==> config.mk <==
export PLATFORM = sky130hd
export DESIGN_NAME = fetch_unit_flat
export DESIGN_NICKNAME = d
export VERILOG_FILES = /design/src/rtl/fetch_pkg.sv /design/src/rtl/fetch_if.sv /design/src/rtl/fetch_queue.sv /design/src/rtl/fetch_unit.sv /design/src/flat_wrapper.sv
export SDC_FILE = /design/constraint.sdc
export NUM_CORES = 1
export LEC_CHECK = 0
export CAP_MARGIN = 40
export CORE_UTILIZATION = 35
export CTS_CLUSTER_DIAMETER = 40
export DETAILED_ROUTE_END_ITERATION = 8
export DONT_BUFFER_PORTS = 1
export HOLD_SLACK_MARGIN = 0.03
export PLACE_DENSITY = 0.47
export SYNTH_ARGS = -nofsm -noshare
export SYNTH_HDL_FRONTEND = slang
export SYNTH_SLANG_ARGS = --single-unit
export TNS_END_PERCENT = 30
==> constraint.sdc <==
create_clock -name clk -period 9.87 [get_ports clk]
set_input_delay 2.961 -clock clk [delete_from_list [all_inputs] [get_ports clk]]
set_output_delay 2.961 -clock clk [all_outputs]
set_load 0.02 [all_outputs]
==> src/rtl/fetch_pkg.sv <==
// Shared types and constants for the instruction-fetch front end.
package fetch_pkg;

    typedef enum logic [1:0] {
        IDLE  = 2'd0,
        FETCH = 2'd1,
        DROP  = 2'd2
    } fetch_state_t;

    localparam int unsigned PC_STEP = 4;

endpackage

==> src/rtl/fetch_if.sv <==
// Fetch-unit handshake bundle: run/redirect control, imem req/ack bus, decode-side queue head.
interface fetch_if #(
    parameter int unsigned ADDRESS_WIDTH = 32,
    parameter int unsigned DATA_WIDTH    = 32
);

    logic                     trigger;
    logic                     redirect;
    logic [ADDRESS_WIDTH-1:0] redirect_pc;
    logic                     imem_req;
    logic [ADDRESS_WIDTH-1:0] imem_addr;
    logic                     imem_ack;
    logic [DATA_WIDTH-1:0]    imem_rdata;
    logic                     id_valid;
    logic                     id_ready;
    logic [DATA_WIDTH-1:0]    id_instr;
    logic [ADDRESS_WIDTH-1:0] id_pc;

    modport master (
        input  trigger, redirect, redirect_pc, imem_ack, imem_rdata, id_ready,
        output imem_req, imem_addr, id_valid, id_instr, id_pc
    );

    modport slave (
        output trigger, redirect, redirect_pc, imem_ack, imem_rdata, id_ready,
        input  imem_req, imem_addr, id_valid, id_instr, id_pc
    );

endinterface

==> src/rtl/fetch_queue.sv <==
// Circular buffer of fetched {pc, instr} words; flush clears pointers and count only.
module fetch_queue #(
    parameter int unsigned DEPTH = 2,
    parameter int unsigned WIDTH = 64
) (
    input  logic                   clk,
    input  logic                   rst,
    input  logic                   push,
    input  logic [WIDTH-1:0]       push_data,
    input  logic                   pop,
    input  logic                   flush,
    output logic [$clog2(DEPTH):0] count,
    output logic [WIDTH-1:0]       head
);

    localparam int unsigned PW = $clog2(DEPTH);
    localparam int unsigned CW = PW + 1;

    logic [WIDTH-1:0] mem [DEPTH];
    logic [PW-1:0]    wr_ptr;
    logic [PW-1:0]    rd_ptr;
    logic             do_push;
    logic             do_pop;

    always_comb begin
        do_pop  = pop && (count != '0);
        do_push = push && ((count != CW'(DEPTH)) || do_pop);
    end

    always_ff @(posedge clk or posedge rst) begin
        if (rst) begin
            count  <= '0;
            wr_ptr <= '0;
            rd_ptr <= '0;
            for (int unsigned i = 0; i < DEPTH; i++) begin
                mem[i] <= '0;
            end
        end else if (flush) begin
            count  <= '0;
            wr_ptr <= '0;
            rd_ptr <= '0;
        end else begin
            if (do_push) begin
                mem[wr_ptr] <= push_data;
                wr_ptr      <= wr_ptr + 1'b1;
            end
            if (do_pop) begin
                rd_ptr <= rd_ptr + 1'b1;
            end
            case ({do_push, do_pop})
                2'b10:   count <= count + 1'b1;
                2'b01:   count <= count - 1'b1;
                default: count <= count;
            endcase
        end
    end

    assign head = mem[rd_ptr];

endmodule

==> src/rtl/fetch_unit.sv <==
// Instruction-fetch front end: PC register, imem req/ack sequencing, redirect/drop handling.
module fetch_unit
    import fetch_pkg::*;
#(
    parameter int unsigned              ADDRESS_WIDTH = 32,
    parameter int unsigned              DATA_WIDTH    = 32,
    parameter int unsigned              QUEUE_DEPTH   = 2,
    parameter logic [ADDRESS_WIDTH-1:0] RESET_PC      = '0
) (
    input  logic     clk,
    input  logic     rst,
    fetch_if.master  bus
);

    localparam int unsigned CW = $clog2(QUEUE_DEPTH) + 1;

    fetch_state_t                     state;
    fetch_state_t                     state_next;
    fetch_state_t                     resume;
    logic [ADDRESS_WIDTH-1:0]         pc;
    logic [ADDRESS_WIDTH-1:0]         pc_next;
    logic [ADDRESS_WIDTH-1:0]         drop_addr;
    logic [ADDRESS_WIDTH-1:0]         drop_addr_next;
    logic [ADDRESS_WIDTH-1:0]         redirect_target;
    logic [CW-1:0]                    count;
    logic [ADDRESS_WIDTH+DATA_WIDTH-1:0] head;
    logic                             req;
    logic                             ack_hit;
    logic                             push;
    logic                             flush;

    assign req             = ((state == FETCH) && (count < CW'(QUEUE_DEPTH))) || (state == DROP);
    assign ack_hit         = req && bus.imem_ack;
    assign redirect_target = bus.redirect_pc & ~ADDRESS_WIDTH'(3);

    assign bus.imem_req  = req;
    assign bus.imem_addr = (state == DROP) ? drop_addr : pc;
    assign bus.id_valid  = (count != '0);
    assign bus.id_pc     = head[ADDRESS_WIDTH+DATA_WIDTH-1:DATA_WIDTH];
    assign bus.id_instr  = head[DATA_WIDTH-1:0];

    always_comb begin
        state_next     = state;
        pc_next        = pc;
        drop_addr_next = drop_addr;
        push           = 1'b0;
        flush          = 1'b0;
        resume         = bus.trigger ? FETCH : IDLE;

        if (bus.redirect) begin
            flush   = 1'b1;
            pc_next = redirect_target;
            // In DROP the outstanding read is already doomed; only its ack lets us leave.
            if (state == DROP) begin
                if (ack_hit) begin
                    state_next = resume;
                end
            end else if (req && !bus.imem_ack) begin
                drop_addr_next = pc;
                state_next     = DROP;
            end else begin
                state_next = resume;
            end
        end else begin
            unique case (state)
                IDLE: begin
                    if (bus.trigger) begin
                        state_next = FETCH;
                    end
                end
                FETCH: begin
                    if (ack_hit) begin
                        push    = 1'b1;
                        pc_next = pc + ADDRESS_WIDTH'(PC_STEP);
                    end
                    if (!bus.trigger && (ack_hit || !req)) begin
                        state_next = IDLE;
                    end
                end
                DROP: begin
                    if (ack_hit) begin
                        state_next = resume;
                    end
                end
                default: state_next = IDLE;
            endcase
        end
    end

    always_ff @(posedge clk or posedge rst) begin
        if (rst) begin
            state     <= IDLE;
            pc        <= RESET_PC;
            drop_addr <= '0;
        end else begin
            state     <= state_next;
            pc        <= pc_next;
            drop_addr <= drop_addr_next;
        end
    end

    fetch_queue #(
        .DEPTH (QUEUE_DEPTH),
        .WIDTH (ADDRESS_WIDTH + DATA_WIDTH)
    ) u_queue (
        .clk       (clk),
        .rst       (rst),
        .push      (push),
        .push_data ({pc, bus.imem_rdata}),
        .pop       (bus.id_ready),
        .flush     (flush),
        .count     (count),
        .head      (head)
    );

endmodule
==> src/flat_wrapper.sv <==
// flat-port wrapper written by rule: the top's interface ports become plain ports
module fetch_unit_flat import fetch_pkg::*;
#(
    parameter int unsigned              ADDRESS_WIDTH = 32,
    parameter int unsigned              DATA_WIDTH    = 32,
    parameter int unsigned              QUEUE_DEPTH   = 2,
    parameter logic [ADDRESS_WIDTH-1:0] RESET_PC      = '0
)
  (clk, rst, bus_trigger, bus_redirect, bus_redirect_pc, bus_imem_ack, bus_imem_rdata, bus_id_ready, bus_imem_req, bus_imem_addr, bus_id_valid, bus_id_instr, bus_id_pc);
  fetch_if #(.ADDRESS_WIDTH(ADDRESS_WIDTH), .DATA_WIDTH(DATA_WIDTH)) bus_i ();
  input  logic clk;
  input  logic rst;
  input wire logic [$bits(bus_i.trigger)-1:0] bus_trigger;
  input wire logic [$bits(bus_i.redirect)-1:0] bus_redirect;
  input wire logic [$bits(bus_i.redirect_pc)-1:0] bus_redirect_pc;
  input wire logic [$bits(bus_i.imem_ack)-1:0] bus_imem_ack;
  input wire logic [$bits(bus_i.imem_rdata)-1:0] bus_imem_rdata;
  input wire logic [$bits(bus_i.id_ready)-1:0] bus_id_ready;
  output wire logic [$bits(bus_i.imem_req)-1:0] bus_imem_req;
  output wire logic [$bits(bus_i.imem_addr)-1:0] bus_imem_addr;
  output wire logic [$bits(bus_i.id_valid)-1:0] bus_id_valid;
  output wire logic [$bits(bus_i.id_instr)-1:0] bus_id_instr;
  output wire logic [$bits(bus_i.id_pc)-1:0] bus_id_pc;
  assign bus_i.trigger = bus_trigger;
  assign bus_i.redirect = bus_redirect;
  assign bus_i.redirect_pc = bus_redirect_pc;
  assign bus_i.imem_ack = bus_imem_ack;
  assign bus_i.imem_rdata = bus_imem_rdata;
  assign bus_i.id_ready = bus_id_ready;
  assign bus_imem_req = bus_i.imem_req;
  assign bus_imem_addr = bus_i.imem_addr;
  assign bus_id_valid = bus_i.id_valid;
  assign bus_id_instr = bus_i.id_instr;
  assign bus_id_pc = bus_i.id_pc;
  fetch_unit #(.ADDRESS_WIDTH(ADDRESS_WIDTH), .DATA_WIDTH(DATA_WIDTH), .QUEUE_DEPTH(QUEUE_DEPTH), .RESET_PC(RESET_PC)) u_core (.clk(clk), .rst(rst), .bus(bus_i));
endmodule
==> impl_metrics.ini, run 1 <==
[logic_synthesis]
synth_edf_count = 0
yosys.cell_types.count = 56
ys_seq_area_frac = 0.524
async_flop_share = 1.00
synth_top_cell_by_area = dfrtp_1
yosys-top-cells-count = 228 x mux2_2, 190 x dfrtp_1, 50 x nand2_1, 34 x o21ai_0, 21 x nor2_1
synth_warnings = 0
ys_ff_latch = 190
synth.most_common_cell = mux2_2
synth.top_cell.area_share = 0.524
synthCells = 721
synthFlopType = dfrtp_1
avgSynthCellArea_um2 = 12.6
yosys-top-cells-area = dfrtp_1 52%, mux2_2 28%, nand2_1 2.1%
syn_area_um2 = 9070

[drt]
avgRoutedWirePerCell_um = 20.8
drc = 0
num_vias = 5538
routed_wl_um = 21700
ant_nets = 0
vias_per_cell = 5.31
drtIter0Drc = 245
firstDrtPassIters = 5

[pwr]
ir_drop_mv = 0.109
clkPwrFrac = 0.267
internal-power_w = 0.00178
p_comb_frac = 0.287
p_leak_nw = 4.17
switching_power_w = 0.000893
swShare = 0.334
power.total_w = 0.00267
seqPwrFrac = 0.447
power_density_nw_per_um2 = 268

[critical_path]
cp-end-kind = output pin
cp.buffers_inverters = 2
cp_max_fo = 22
cpMaxStageDelayCell = nor2_4
cp_data_arrival_time_ps = 2290
critical_path_class = reg2out
path_cells = inv_1 -> nor2_4 -> buf_4 -> mux2_2
crit_required_ps = 6910
rr_endpoint = u_core.u_queue.mem[71]
r2r_start = u_core.u_queue.count[1]
r2r_slack_ps = 7030
cp-start-kind = flop
ff2ff_path_depth = 5
critPathTopFamily = simple AND/OR/NAND/NOR gates
max_stage_delay_ps = 510

[floorplan]
dieArea_um2 = 26600
rows = 58
coreArea_um2 = 25300
io_pins = 168
start_util = 0.358
die_w_um = 163
die_h_um = 163

[sta]
fmax_mhz = 190
rsz0062_at_grt = false
min_period_ps = 5250
clock_skew_ps = 12.4
tns_ps = 0
setup_viol = 0
hold_violations = 0
finalWorstSetupSlack_ps = 4620
slew_headroom = 0.425
period_share = 0.532
tightest_slew_ps = 854
finalMaxSlewViolations = 0

[global_route]
grt_start_max_net_pins = 122
grt_usage = 0.169
grt_pass1_vias = 5959
overflow = 0
antenna_found_initial = 0
grt_pass1_wl_um = 34100

[placement]
gp_congestion = 0.757
io_buffers = 0
dp_hpwl_um = 14400
place_ws_ps = 4560

[worst_hold_path]
min-delay-path-class = reg2reg
min_to = u_core.u_queue.mem[39]
hp-start = u_core.u_queue.mem[39]
hold_depth = 2

[cts]
clock_latency_ps = 420
cts_tree = yes
cts_sinks = 190
clockRootBuffer = clkbuf_16
cts_resized = 0
htree_levels = 4
clockBufferDepth = 2
cts_buffers = 17
cts.clk_slew.worst_paths_ps = 70
postCtsHoldBufs = 0
cts_setup_buffers = 0

[cells_and_area]
syn2layout_area_growth_pct = 9.94
nets = 771
register_area_um2 = 4760
fillerInstances = 2373
drive_above_1_share = 0.403
multi_input_area_um2 = 4020
antenna-diode-count = 0

[run]
drv_cap = 0

[outcome]
status = finished, final reports clean
sequential cells by signal, indices dropped and copies added, names as in the netlist:
name                   flops
u_core.drop_addr          30
u_core.pc                 30
u_core.state               2
u_core.u_queue.count       2
u_core.u_queue.mem       124
u_core.u_queue.rd_ptr      1
u_core.u_queue.wr_ptr      1
per-stage QoR:
step / utilization / instance area, um^2 / cells / hold WS [ps]
6_report: 0.394 / 9970 / 1042 / 484
2_1_floorplan: - / 9080 / 724 / 444
3_3_place_gp: 0.366 / 9260 / 1004 / 459
5_1_grt: 0.394 / 9970 / 1042 / 509
4_1_cts: 0.394 / 9970 / 1042 / 488
3_5_place_dp: 0.370 / 9370 / 1010 / 468
worst max-delay path by stage:
stage                     cells after the start                  start                      to
after CTS                                     2  u_core.u_queue.rd_ptr            bus_id_pc[7]
after global routing                          6        u_core.state[1]       bus_imem_addr[28]
final                                         4        u_core.state[1]       bus_imem_addr[17]
after global placement                        5           bus_redirect  u_core.u_queue.mem[69]
after floorplan                               1                    rst    u_core.drop_addr[10]
after detailed placement                      5           bus_imem_ack  u_core.u_queue.mem[71]
power by group through the flow:
stage	registers (W)	logic, W	clock network [W]
after global routing	0.00123	0.000823	0.000770
after CTS	0.00120	0.000783	0.000737
final	0.00119	0.000767	0.000713
after global placement	0.00119	0.000757	0
after detailed placement	0.00121	0.000779	0
after floorplan	0.00115	0.000690	0
logic make-up after synthesis:
kind of cell / after synthesis / share of synthesized area
buffers and inverters: 64 / 0.0374
xor gates and xnor gates: 14 / 0.0135
AOI/OAI and AO/OA: 70 / 0.0472
adders and majority gates: 2 / 0.00276
muxes: 229 / 0.284
DFF: 190 / 0.524
other: 1 / 0.000414
and+or+nand+nor: 151 / 0.0901
metal layers:
layer,vias up,global-route usage,wire (um)
met5,-,0,0
met4,0,0.0442,268
met3,14,0.0609,1470
met2,148,0.281,10600
met1,2828,0.206,9320
li1,2548,-,-
worst min-delay path, stage by stage (launching register included):
cell and delay [ps]:
dfrtp_1 350, nand2_1 40, o21ai_0 60
final cells by class:
cell class / count / area share
multi-input combinational: 470 / 0.403
clock buffer: 19 / 0.0454
sequential: 190 / 0.477
inverter: 10 / 0.00452
tap: 330 / 0.0414
clock inverter: 13 / 0.0149
timing repair buffer: 10 / 0.0136
cells in the final DEF (no fill, tap or decap), types with 10 or more instances in the layout:
cell         n
mux2_2     228
dfrtp_1    189
nand2_1     50
o21ai_0     34
nor2_1      19
clkbuf_16   17
nand4_1     15
nand3_1     12
a31oi_1     10
xnor2_1     10
(Power assumes the default switching activity.)
==> run 2: changes to the inputs <==
--- a/config.mk
+++ b/config.mk
@@ -11,7 +11,7 @@
 export DETAILED_ROUTE_END_ITERATION = 8
 export DONT_BUFFER_PORTS = 1
 export HOLD_SLACK_MARGIN = 0.03
-export PLACE_DENSITY = 0.47
+export PLACE_DENSITY = 0.49
 export SYNTH_ARGS = -nofsm -noshare
 export SYNTH_HDL_FRONTEND = slang
 export SYNTH_SLANG_ARGS = --single-unit
==> constraint.sdc (replaced) <==
create_clock -name clk -period 4.35 [get_ports clk]
set_input_delay 1.305 -clock clk [delete_from_list [all_inputs] [get_ports clk]]
set_output_delay 1.305 -clock clk [all_outputs]
set_load 0.02 [all_outputs]
==> run 2 against run 1 <==
Effect of this change: register-to-register slack worse by 5100 ps; combinational power grew 130%; worst hold slack worse by 0.52 ps; flip-flop and latch count is the same; die area unchanged; largest cell class unchanged; total power increased by 120%; clock power is 110% higher; global-route usage is 0.12 points lower; sequential power increased by 130%; sequential share of layout area increased by 0.085 points; design area decreased by 0.13%; non-clock buffer count increased by 4.
==> impl_metrics.ini, run 2 (same netlist as run 1, synthesis figures left out) <==
[cells_and_area]
drive_above_1_share = 0.404
antenna-diode-count = 0
syn2layout_area_growth_pct = 9.80
design_area_um2 = 9960
final_common_cell = mux2_2
final_cell_mix = 228 x mux2_2, 189 x dfrtp_1, 50 x nand2_1, 34 x o21ai_0, 19 x nor2_1
largestRegisters = u_core.u_queue.mem (124), u_core.drop_addr (30), u_core.pc (30)
regMostFlops = u_core.u_queue.mem
fillerInstances = 2384
largest_register_ff_count = 124
nets = 775

[cts]
cts_buffers = 17
cts_tree = yes
postCtsHoldBufs = 0
cts_resized = 0
htree_levels = 4
cts_sinks = 190
clockRootBuffer = clkbuf_16
cts.clk_slew.worst_paths_ps = 70
clockBufferDepth = 2
clock_latency_ps = 430
cts_setup_buffers = 0

[floorplan]
dieArea_um2 = 26600
die_h_um = 163
start_util = 0.358
io_pins = 168
rows = 58
coreArea_um2 = 25300
die_w_um = 163

[drt]
num_vias = 5583
ant_nets = 0
avgRoutedWirePerCell_um = 20.7
drtIter0Drc = 276
drc = 0
vias_per_cell = 5.34
firstDrtPassIters = 5
routed_wl_um = 21600

[worst_hold_path]
min-delay-path-class = reg2reg
hp-start = u_core.u_queue.mem[52]
hold_depth = 2
min_to = u_core.u_queue.mem[52]

[sta]
clock_skew_ps = 12.5
period_share = 0.782
finalMaxSlewViolations = 0
rsz0062_at_grt = false
hold_violations = 0
tightest_slew_ps = 807
slew_headroom = 0.456
tns_ps = 0
fmax_mhz = 294
worst_hold_slack_ps = 483
min_period_ps = 3400
setup_viol = 0

[pwr]
internal-power_w = 0.00391
p_leak_nw = 4.15
swShare = 0.344
p_comb_frac = 0.291
clkPwrFrac = 0.251
power_density_nw_per_um2 = 599
ir_drop_mv = 0.248
seqPwrFrac = 0.458
switching_power_w = 0.00205

[critical_path]
r2r_start = u_core.u_queue.count[1]
critical_path_class = reg2out
crit_required_ps = 3040
rr_endpoint = u_core.u_queue.mem[108]
cp_max_fo = 23
cp-end-kind = output pin
ff2ff_path_depth = 5
cp_data_arrival_time_ps = 2100
r2r_slack_ps = 1890
cp-start-kind = flop

[placement]
io_buffers = 0
dp_hpwl_um = 14600
gp_congestion = 0.786
placed_area_um2 = 9400

[global_route]
grt_start_max_net_pins = 52
grt_usage = 0.168
overflow = 0
antenna_found_initial = 0
grt_pass1_wl_um = 33800
grt_pass1_vias = 5851

[run]
drv_cap = 0

[outcome]
status = finished, final reports clean
## run 2: cell types whose count changed in the layout (fill, tap and decap cells not counted), sizes merged
cell,change
inv,+1
clkinv,-1
clkinvlp,+2
buf,+4
clkbuf,-1
bufinv,-2
## run 2: worst max-delay path, stage by stage (launching register included)
cell and delay [ps]:
dfrtp_1 430, inv_1 130, nor2_4 80, buf_12 180
buf_4 190, o21ai_0 650
## run 2: worst max path at each step
stage                         start                 endpoint  cells past startpoint
CTS                 u_core.state[1]        bus_imem_addr[20]                      5
detailed placement     bus_imem_ack  u_core.u_queue.mem[108]                      5
finish              u_core.state[1]        bus_imem_addr[15]                      5
floorplan                       rst     u_core.drop_addr[10]                      1
global route        u_core.state[1]        bus_imem_addr[15]                      5
global placement       bus_redirect    u_core.u_queue.mem[3]                      4
## run 2: layer usage
| metal | GRT usage | share of wire | up-vias |
|---|---|---|---|
| li1 | - | - | 2549 |
| met5 | 0 | 0 | - |
| met1 | 0.204 | 0.42 | 2858 |
| met2 | 0.282 | 0.49 | 157 |
| met3 | 0.0547 | 0.070 | 19 |
| met4 | 0.0480 | 0.016 | 0 |
## run 2: power by group through the flow
| stage | Clock (W) | Sequential (W) | Combinational, W |
|---|---|---|---|
| after floorplan | 0 | 0.00261 | 0.00157 |
| after global placement | 0 | 0.00273 | 0.00168 |
| after detailed placement | 0 | 0.00276 | 0.00175 |
| after CTS | 0.00155 | 0.00273 | 0.00176 |
| after global routing | 0.00164 | 0.00282 | 0.00186 |
| final | 0.00150 | 0.00273 | 0.00173 |
## run 2: cell type report
type | count | area, um^2 | area share
clock buffers | 18 | 429 | 0.0431
clock inverters | 13 | 121 | 0.0122
inverters | 10 | 41.3 | 0.00415
multi-input cells | 470 | 4020 | 0.404
flip-flops and latches | 190 | 4760 | 0.478
well taps | 330 | 413 | 0.0415
repair buffers | 14 | 175 | 0.0176
## run 2: stage by stage
step | util | setup slack (ps) | total power [W] | std cells
2_1_floorplan | - | 597 | 0.00418 | 724
3_3_place_gp | 0.369 | 999 | 0.00441 | 1009
3_5_place_dp | 0.371 | 1140 | 0.00452 | 1013
4_1_cts | 0.393 | 897 | 0.00604 | 1044
5_1_grt | 0.393 | 860 | 0.00631 | 1045
6_report | 0.393 | 947 | 0.00596 | 1045
==> run 3: changes to the inputs <==
--- a/config.mk
+++ b/config.mk
@@ -11,7 +11,7 @@
 export DETAILED_ROUTE_END_ITERATION = 8
 export DONT_BUFFER_PORTS = 1
 export HOLD_SLACK_MARGIN = 0.03
-export PLACE_DENSITY = 0.49
+export PLACE_DENSITY = 0.47
 export SYNTH_ARGS = -nofsm -noshare
 export SYNTH_HDL_FRONTEND = slang
 export SYNTH_SLANG_ARGS = --single-unit
==> constraint.sdc (replaced) <==
create_clock -name clk -period 3.45 [get_ports clk]
set_input_delay 1.035 -clock clk [delete_from_list [all_inputs] [get_ports clk]]
set_output_delay 1.035 -clock clk [all_outputs]
set_load 0.02 [all_outputs]
==> run 3 against run 2 <==
Effect of this change: clock power grew 41%; final cell count increased by 0.67%; critical path type unchanged; critical endpoint is now bus_imem_addr[26]; sequential power is 25% higher; worst setup slack got worse by 570 ps; combinational power is 28% higher; first-iteration DRC count is 33% lower.
==> impl_metrics.ini, run 3 (same netlist as run 1, synthesis figures left out) <==
[floorplan]
die_h_um = 163
dieArea_um2 = 26600
die_w_um = 163
rows = 58
coreArea_um2 = 25300
start_util = 0.358
io_pins = 168

[sta]
clock_skew_ps = 10.4
setup_viol = 0
finalMaxSlewViolations = 0
period_share = 0.890
tns_ps = 0
hold_violations = 0
rsz0062_at_grt = false
min_period_ps = 3070
fmax_mhz = 326
tightest_slew_ps = 799
slew_headroom = 0.465

[drt]
firstDrtPassIters = 4
drtIter0Drc = 186
num_vias = 5615
vias_per_cell = 5.34
avgRoutedWirePerCell_um = 20.3
drc = 0
routed_wl_um = 21400
ant_nets = 0

[cts]
cts_sinks = 190
cts_buffers = 17
clockRootBuffer = clkbuf_16
htree_levels = 4
postCtsHoldBufs = 0
clock_latency_ps = 430
clockBufferDepth = 2
cts_resized = 0
cts_tree = yes
cts.clk_slew.worst_paths_ps = 70
cts_setup_buffers = 0

[placement]
dpl.cell_count = 1020
gp_congestion = 0.770
dp_hpwl_um = 14700
io_buffers = 0

[global_route]
grt_pass1_wl_um = 33400
grt_start_max_net_pins = 79
antenna_found_initial = 0
grt_pass1_vias = 5963
overflow = 0
grt_usage = 0.165

[cells_and_area]
regMostFlops = u_core.u_queue.mem
nets = 781
final_cell_mix = 228 x mux2_2, 189 x dfrtp_1, 50 x nand2_1, 34 x o21ai_0, 19 x nor2_1
syn2layout_area_growth_pct = 11.5
largest_register_ff_count = 124
final_cells = 1052
antenna-diode-count = 0
drive_above_1_share = 0.411
final_common_cell = mux2_2
largestRegisters = u_core.u_queue.mem (124), u_core.drop_addr (30), u_core.pc (30)
post-route-util = 0.399

[critical_path]
cp-end-kind = output pin
cp-start-kind = flop
cp_data_arrival_time_ps = 2030
critical_path_class = reg2out
cp_max_fo = 18
crit_required_ps = 2410

[pwr]
p_comb_frac = 0.286
seqPwrFrac = 0.441
swShare = 0.327
switching_power_w = 0.00254
power_density_nw_per_um2 = 767
internal-power_w = 0.00522
clkPwrFrac = 0.273
p_leak_nw = 4.22
ir_drop_mv = 0.334

[outcome]
status = finished, final reports clean

[worst_hold_path]
min-delay-path-class = in2async

[run]
drv_cap = 0
[run 3: cell count changes in the layout (fill, tap and decap cells not counted), sizes merged]
| cell | change |
|---|---|
| inv | -3 |
| buf | +6 |
| bufinv | +3 |
| clkbuf | +2 |
| clkinvlp | +1 |
| clkinv | -2 |
[run 3: cell type report]
| type | count | area, um^2 |
|---|---|---|
| clock inverters | 12 | 173 |
| well taps | 330 | 413 |
| multi-input cells | 470 | 4020 |
| flip-flops and latches | 190 | 4760 |
| inverters | 10 | 41.3 |
| repair buffers | 20 | 238 |
| fillers | 2388 | 15200 |
| clock buffers | 20 | 467 |
[run 3: power by group through the flow]
stage | Combinational [W] | Clock (W) | Sequential [W]
6_report | 0.00222 | 0.00212 | 0.00342
2_1_floorplan | 0.00198 | 0 | 0.00329
3_3_place_gp | 0.00220 | 0 | 0.00340
3_5_place_dp | 0.00225 | 0 | 0.00347
4_1_cts | 0.00226 | 0.00219 | 0.00342
5_1_grt | 0.00238 | 0.00229 | 0.00352
[run 3: critical path, stage by stage (launching register included)]
cell and delay, ps:
dfrtp_1 420, inv_1 100, nor2_4 380, buf_4 280, mux2_2 420
[run 3: through the flow]
stage	area, um^2	power (W)	hold WS [ps]	setup slack, ps
final	10100	0.00775	396	380
after CTS	10100	0.00787	379	315
after detailed placement	9470	0.00571	470	778
after global routing	10100	0.00819	377	223
after floorplan	9080	0.00527	444	-33.5
after global placement	9470	0.00560	457	824
[run 3: final timing paths]
check,from,depth (start not counted),endpoint,slack (ps)
min,rst,1,u_core.u_queue.mem[122],400
max reg2reg,u_core.pc[2],5,u_core.pc[18],1160
max,u_core.state[1],4,bus_imem_addr[26],380
max in group asynchronous,rst,2,u_core.u_queue.rd_ptr,2340
min reg2reg,u_core.drop_addr[20],2,u_core.drop_addr[20],480
min in group clk,u_core.drop_addr[20],2,u_core.drop_addr[20],480
[run 3: metal layers]
metal | track usage | up-vias | part of all wire
met5 | 0 | - | 0
met4 | 0.0450 | 0 | 0.012
met3 | 0.0514 | 15 | 0.067
met2 | 0.277 | 145 | 0.49
met1 | 0.202 | 2877 | 0.43
li1 | - | 2578 | -
